$ cat src/rtl/button_event_decoder_if.sv
// Signal bundle between a debounced button source and the button event decoder.
// The decoder takes the slave side; the producer/consumer of events takes the master side.
interface button_event_decoder_if;
   logic i_Button_State;
   logic o_Short_Press;
   logic o_Long_Press;
   logic o_Repeat;
   logic o_Held;

   modport master (
      output i_Button_State,
      input  o_Short_Press,
      input  o_Long_Press,
      input  o_Repeat,
      input  o_Held
   );

   modport slave (
      input  i_Button_State,
      output o_Short_Press,
      output o_Long_Press,
      output o_Repeat,
      output o_Held
   );
endinterface

$ cat src/rtl/button_event_decoder.sv
// Classifies debounced presses into short press, long press and auto-repeat while held.
// All outputs are registered; events are single-cycle pulses.
module button_event_decoder #(
   parameter int unsigned LONG_PRESS_CYCLES = 50_000_000,
   parameter int unsigned REPEAT_CYCLES     = 10_000_000,
   parameter int unsigned COUNTER_WIDTH     = 26
) (
   input logic                  i_Clock,
   input logic                  i_Reset,
   button_event_decoder_if.slave bus
);

   typedef enum logic [1:0] {StLockout, StIdle, StPressed, StHeld} state_t;

   localparam logic [COUNTER_WIDTH-1:0] LongLast   = COUNTER_WIDTH'(LONG_PRESS_CYCLES - 1);
   localparam logic [COUNTER_WIDTH-1:0] RepeatLast = COUNTER_WIDTH'(REPEAT_CYCLES - 1);

   state_t                   state_q;
   logic [COUNTER_WIDTH-1:0] counter_q;
   logic                     short_q;
   logic                     long_q;
   logic                     repeat_q;
   logic                     held_q;

   always_ff @(posedge i_Clock) begin
      if (i_Reset) begin
         state_q   <= StLockout;
         counter_q <= '0;
         short_q   <= 1'b0;
         long_q    <= 1'b0;
         repeat_q  <= 1'b0;
         held_q    <= 1'b0;
      end else begin
         short_q  <= 1'b0;
         long_q   <= 1'b0;
         repeat_q <= 1'b0;
         unique case (state_q)
            // A button held through reset must be released before it can count.
            StLockout: begin
               if (!bus.i_Button_State) begin
                  state_q   <= StIdle;
                  counter_q <= '0;
               end
            end
            StIdle: begin
               if (bus.i_Button_State) begin
                  state_q   <= StPressed;
                  counter_q <= '0;
               end
            end
            StPressed: begin
               if (!bus.i_Button_State) begin
                  short_q   <= 1'b1;
                  state_q   <= StIdle;
                  counter_q <= '0;
               end else if (counter_q == LongLast) begin
                  long_q    <= 1'b1;
                  held_q    <= 1'b1;
                  state_q   <= StHeld;
                  counter_q <= '0;
               end else begin
                  counter_q <= counter_q + 1'b1;
               end
            end
            StHeld: begin
               // Release takes priority over a coincident repeat.
               if (!bus.i_Button_State) begin
                  held_q    <= 1'b0;
                  state_q   <= StIdle;
                  counter_q <= '0;
               end else if (counter_q == RepeatLast) begin
                  repeat_q  <= 1'b1;
                  counter_q <= '0;
               end else begin
                  counter_q <= counter_q + 1'b1;
               end
            end
            default: begin
               state_q   <= StLockout;
               counter_q <= '0;
               held_q    <= 1'b0;
            end
         endcase
      end
   end

   assign bus.o_Short_Press = short_q;
   assign bus.o_Long_Press  = long_q;
   assign bus.o_Repeat      = repeat_q;
   assign bus.o_Held        = held_q;

endmodule

$ cat src/flat_wrapper.sv
// flat-port wrapper written by rule: the top's interface ports become plain ports
module button_event_decoder_flat 
#(
   parameter int unsigned LONG_PRESS_CYCLES = 50_000_000,
   parameter int unsigned REPEAT_CYCLES     = 10_000_000,
   parameter int unsigned COUNTER_WIDTH     = 26
)
  (i_Clock, i_Reset, bus_i_Button_State, bus_o_Short_Press, bus_o_Long_Press, bus_o_Repeat, bus_o_Held);
  button_event_decoder_if bus_i ();
  input logic i_Clock;
  input logic i_Reset;
  input wire logic [$bits(bus_i.i_Button_State)-1:0] bus_i_Button_State;
  output wire logic [$bits(bus_i.o_Short_Press)-1:0] bus_o_Short_Press;
  output wire logic [$bits(bus_i.o_Long_Press)-1:0] bus_o_Long_Press;
  output wire logic [$bits(bus_i.o_Repeat)-1:0] bus_o_Repeat;
  output wire logic [$bits(bus_i.o_Held)-1:0] bus_o_Held;
  assign bus_i.i_Button_State = bus_i_Button_State;
  assign bus_o_Short_Press = bus_i.o_Short_Press;
  assign bus_o_Long_Press = bus_i.o_Long_Press;
  assign bus_o_Repeat = bus_i.o_Repeat;
  assign bus_o_Held = bus_i.o_Held;
  button_event_decoder #(.LONG_PRESS_CYCLES(LONG_PRESS_CYCLES), .REPEAT_CYCLES(REPEAT_CYCLES), .COUNTER_WIDTH(COUNTER_WIDTH)) u_core (.i_Clock(i_Clock), .i_Reset(i_Reset), .bus(bus_i));
endmodule
$ cat config.mk
export PLATFORM = sky130hd
export DESIGN_NAME = button_event_decoder_flat
export DESIGN_NICKNAME = d
export VERILOG_FILES = /design/src/rtl/button_event_decoder_if.sv /design/src/rtl/button_event_decoder.sv /design/src/flat_wrapper.sv
export SDC_FILE = /design/constraint.sdc
export NUM_CORES = 1
export LEC_CHECK = 0
export ABC_AREA = 1
export BUFFER_PORTS_ARGS = -buffer_cell sky130_fd_sc_hd__buf_4
export CORE_UTILIZATION = 40
export DETAILED_ROUTE_END_ITERATION = 12
export SYNTH_ARGS = -nofsm -noshare
export SYNTH_HDL_FRONTEND = slang
export SYNTH_SLANG_ARGS = --single-unit
$ cat constraint.sdc
create_clock -name i_Clock -period 3.55 [get_ports i_Clock]
set_input_delay 0 -clock i_Clock [delete_from_list [all_inputs] [get_ports i_Clock]]
set_output_delay 0 -clock i_Clock [all_outputs]
set_load 0.02 [all_outputs]
Word level (Yosys, flattened, before mapping)
Cells that the tools add are included.

operators by class
  add/sub/neg operators = 1
  equal/unequal tests = 12
  muxes and demuxes = 19
  shifts and indexed selects = 0
  bitwise logic cells = 3
  $lt $le $gt $ge = 0
  multiply operators = 0
  div/mod/pow operators = 0
  reduce and logical (&&, ||, !) cells = 9

operator list
  kind                     count
  $mux W26                 6
  $pmux W26 S4             1
  $add A26 B1 Y26 const B  1
  $eq A26 B24 Y1 const B   1
  $eq A26 B26 Y1 const B   1
  $ne A2 B2 Y1 const B     5
  $mux W2                  4
  $mux W1                  6
  $pmux W2 S3              1
  $reduce_or A3 Y1         2
  $eq A2 B2 Y1 const B     2
  $reduce_and A4 Y1        1
  $reduce_or A2 Y1         2
  $ne A3 B2 Y1 const B     1
  $not A1 Y1               3
  $reduce_and A3 Y1        1
  $eq A2 B1 Y1 const B     1
  $logic_not A2 Y1         1
  $ne A2 B1 Y1 const B     1
  $pmux W1 S2              1
  $reduce_and A2 Y1        1
  $reduce_bool A2 Y1       1

storage, ports and cells
  output and inout bits = 4
  memories = 0
  latch bits = 0
  logic and storage cells = 50
  bits in read-only memories = 0
  bits in writable memories = 0
  register bits after elaboration = 32
  bits of input ports = 3

Depth between registers and ports, before layout
  word-level depth = 4
  depth in mapped cells = 13

Least setup slack after synthesis
Ideal clock, no wire load.

  path kind = flip-flop to flip-flop
  from = reg u_core.state_q[0]
  to = reg u_core.counter_q[16]
  cell stages (with the launch flop) = 11
  arrival time = 1.429 ns
  buffers on the path = 0
  setup slack = 2.001 ns
  library setup time = 0.120 ns
  cells stage by stage = dfxtp_1 -> inv_1 -> ha_1 -> nand2_1 -> nand2_4 -> inv_4 -> nand2_4 -> nor2_8 -> nand2_2 -> o31ai_1 -> nor2_2

between the ends
  word-level cells in the longest chain between the ends = 3
  elaborated cells on any way between the ends = 8

RTL lines
  element                                                  line                        source
  start, declared                                          button_event_decoder.sv:18  state_t state_q;
  start signal, assigned                                   button_event_decoder.sv:27  state_q <= StLockout;
  start signal, assigned                                   button_event_decoder.sv:41  state_q <= StIdle;
  start signal, assigned                                   button_event_decoder.sv:47  state_q <= StPressed;
  $eq A2 B1 Y1 / $logic_not A2 Y1 (equally long branches)  button_event_decoder.sv:37  unique case (state_q)
  $ne A2 B2 Y1 (no line)                                   --
  $reduce_and A2 Y1 (no line)                              --
  end signal, assigned                                     button_event_decoder.sv:62  counter_q <= counter_q + 1'b1;
  end signal, assigned                                     button_event_decoder.sv:75  counter_q <= counter_q + 1'b1;
  end, declared                                            button_event_decoder.sv:19  logic [COUNTER_WIDTH-1:0] counter_q;

Parallel ways exist; a longest one is shown, timed or not.
A chain may end at the register's enable or synchronous reset.

Final worst setup path
  from = reg u_core.state_q[1]
  to = reg u_core.counter_q[24]

The elaborated chain is that of the path after synthesis.

==> run_results.csv <==
group,metric,value,unit
status,outcome,"complete, no violations",
sta,setup_viol_count_final,0,
sta,drv_slew,0,
sta,worst_slew_pin_slew,0.4441,ns
yosys,synth.distinct_cells,30,
die,rows,24,
worst_setup_path,setup.worst_path.class,"flip-flop to flip-flop",
yosys,async_reset_ff_share,0,%
yosys,synth_xor_area_share,3.201,%
global_routing,grt_pass1_wl,7.293,mm
clock_tree,cts.reportedPaths.clkPinSlew,0.07,ns
drt,postRouteAntennaNets,0,
global_routing,overflow,0,
placement,portBuffers,6,
yosys,ys_seq_area_share,33.44,%
yosys,synth_edf_count,0,
drt,drt_pass1_iterations,7,
clock_tree,cts_resized,0,
power,max-vdd-ir-drop,0.0002317,V
flow_run,cap_violations,0,
worst_setup_path,crit_chain,"inv_1, ha_1, nand2_2, nand2_4, inv_4, nand2_4, nor2_8, nand2_2, nor2_4, nand3_1, nand2_1, nor2_2",
clock_tree,cts-root-buf,"clkbuf_8",
yosys,synth_area_per_cell,6.769,um^2
worst_setup_path,startpoint,"u_core.state_q[1]",
die,die_w,71.20,um
worst_setup_path,required,3.73,ns
worst_setup_path,reg2reg_from,"u_core.state_q[1]",
power,power.internal,608.5,uW
global_routing,antenna_found_initial,0,
yosys,synthAdderAreaFrac,3.266,%
die,ios,7,
drt,num_vias,1720,
global_routing,grt_util_all_layers,18.69,%
placement,placed_area,2002,um^2
drt,drt_iter0_markers,74,
yosys,synth_top_family_by_area,"simple AND/OR/NAND/NOR gates",
drt,via_per_inst,4.943,
worst_setup_path,end_kind,"flip-flop",
cells_and_area,final_cell_mix,"nand2_1 (60), inv_1 (42), nor2_1 (39)",
worst_setup_path,worstPathArrival,1.95,ns
sta,rsz0062_at_grt,"no",
power,power_switching,317.9,uW
sta,tns,0,ns
clock_tree,htreeDepth,2,
yosys,synthCells,283,
clock_tree,cts.sinks,32,
power,p_total,926.4,uW
sta,fin_skew,0.004754,ns
power,p_clk_share,31.7,%
die,core-area,4474,um^2
hold_path,hold_path.class,"input port to flip-flop",
worst_setup_path,critPathMaxFanout,10,
cells_and_area,area_growth_syn_to_layout,9.732,%
yosys,synth_compound_area_share,7.446,%
clock_tree,clk_path_buf_depth,2,
die,start_util,42.81,%
global_routing,grt_pass1_vias,1664,
yosys,synth_ff_type,"dfxtp_1",
cells_and_area,fin_area,2102,um^2
cells_and_area,mostFrequentLayoutCell,"nand2_1",
worst_setup_path,r2r_cells,12,
worst_setup_path,worstReg2RegEnd,"u_core.counter_q[24]",
yosys,muxShareOfSynthArea,0,%
sta,finalHoldViolCount,0,
drt,wl_per_cell,11.98,um
yosys,yosys.area_share.simple,42.06,%
die,die_y,71.20,um
global_routing,grt_start_max_net_pins,15,
cells_and_area,num_antenna_cells,0,
power,cellPowerDensity,440.7,nW/um^2
clock_tree,cts_tree,"done",
worst_setup_path,cpPeakStageDelay,0.35,ns
worst_setup_path,cp-start-kind,"flip-flop",
yosys,synth_nets,291,
worst_setup_path,slowest_stage,"dfxtp_1",
power,swShare,34.32,%
yosys,syn_area,1916,um^2
power,seq_power_share,41.7,%
worst_setup_path,endpoint,"u_core.counter_q[24]",
yosys,yosys_warnings,0,
power,combPwrFrac,26.7,%
sta,max_slew_margin,70.17,%
yosys,synth_seq_cells,32,
cells_and_area,drive_above_1_share,14.86,%
sta,post-route-min-period,1.767,ns
placement,gp_congestion,0.8250,
sta,clock.fmax,565.8,MHz
worst_setup_path,reg2reg_slack,1.78,ns
placement,place_hpwl,3.136,mm
cells_and_area,fin_nets,303,
drt,routed_wl,4.169,mm
clock_tree,insertion_delay,0.29,ns
sta,fin_crit_sh,49.78,%
clock_tree,numCtsBuffers,5,
die,dieArea,5069,um^2
drt,drc,0,
power,p_leak,0.0008687,uW
-- repair_timing --
item / CTS / global route
hold endpoints to repair: 6 / 0
hold buffers: 1 / 0
setup endpoints to repair: 0 / 0
buffers inserted: 0 / 0
-- worst max-delay path: cells and delay by family (launching register included) --
kind / cells / cell delay (ns)
fa+ha+maj: 1 / 0.21
buf+inv: 2 / 0.21
flops: 1 / 0.35
simple gates: 9 / 0.87
-- cell families (layout without fill, tap and decap cells) --
kind of cell    count (synthesis)  in the layout
xor+xnor                        7              7
buf+inv                        49             62
flops                          32             32
fa+ha+maj                       5              5
simple gates                  165            165
compound gates                 25             25
-- metrics by stage --
stage	utilization, %	instances	hold slack, ns	setup slack, ns
after CTS	46.98	348	0.02798	1.775
final	46.98	348	0.02608	1.783
after global placement	44.74	339	0.2833	1.796
after detailed placement	44.74	339	0.2825	1.781
after floorplan	-	283	0.1471	2.001
after global routing	46.98	348	0.05058	1.663
-- power groups by stage --
stage | Combinational [uW] | Clock (uW) | Sequential [uW]
after CTS | 245 | 302 | 386
after floorplan | 196 | 0 | 399
final | 247 | 293 | 386
after global routing | 272 | 319 | 387
after global placement | 241 | 0 | 394
after detailed placement | 244 | 0 | 394
-- Yosys cell counts, types with 2 or more instances --
cell / instances / share of area (%)
nand2_1: 60 / 12
inv_1: 42 / 8.2
nor2_1: 39 / 7.6
dfxtp_1: 32 / 33
nand3_1: 19 / 5.0
nor2_2: 14 / 4.6
a21oi_1: 10 / 2.6
nand4_1: 9 / 2.9
nor3_1: 8 / 2.1
o21ai_0: 8 / 2.1
nand2_2: 6 / 2.0
ha_1: 5 / 3.3
xor2_1: 5 / 2.3
nand2_4: 4 / 2.4
o211ai_1: 3 / 1.2
clkinv_1: 2 / 0.39
inv_2: 2 / 0.39
nor2_4: 2 / 1.2
xnor2_1: 2 / 0.91
-- registers in the layout (all words and copies together), names as in the netlist --
name,count
u_core.state_q,2
u_core.bus.o_Short_Press,1
u_core.bus.o_Held,1
u_core.bus.o_Repeat,1
u_core.bus.o_Long_Press,1
u_core.counter_q,26
-- metal layers --
layer	up-vias	track usage (%)	part of all wire, %
met1	768	24.17	51
met2	25	28.89	44
met3	9	3.561	3.0
met4	0	11.11	2.3
met5	-	0	0
li1	918	-	-
-- layout make-up --
cell class,count,area [um^2]
clock buffer,8,90.09
fill,470,2372
inverter,47,178.9
multi-input combinational,202,1072
sequential,32,640.6
tap,52,65.06
timing repair buffer,7,55.05
-- worst min-delay path by stage --
stage / start / cells after the start / endpoint / slack [ns]
floorplan: bus_i_Button_State / 2 / u_core.bus.o_Repeat / 0.15
global placement: i_Reset / 2 / u_core.counter_q[17] / 0.28
detailed placement: i_Reset / 2 / u_core.counter_q[17] / 0.28
CTS: bus_i_Button_State / 3 / u_core.bus.o_Repeat / 0.03
global route: bus_i_Button_State / 3 / u_core.bus.o_Repeat / 0.05
finish: bus_i_Button_State / 3 / u_core.bus.o_Repeat / 0.03
Power figures use the tool's default switching activity.
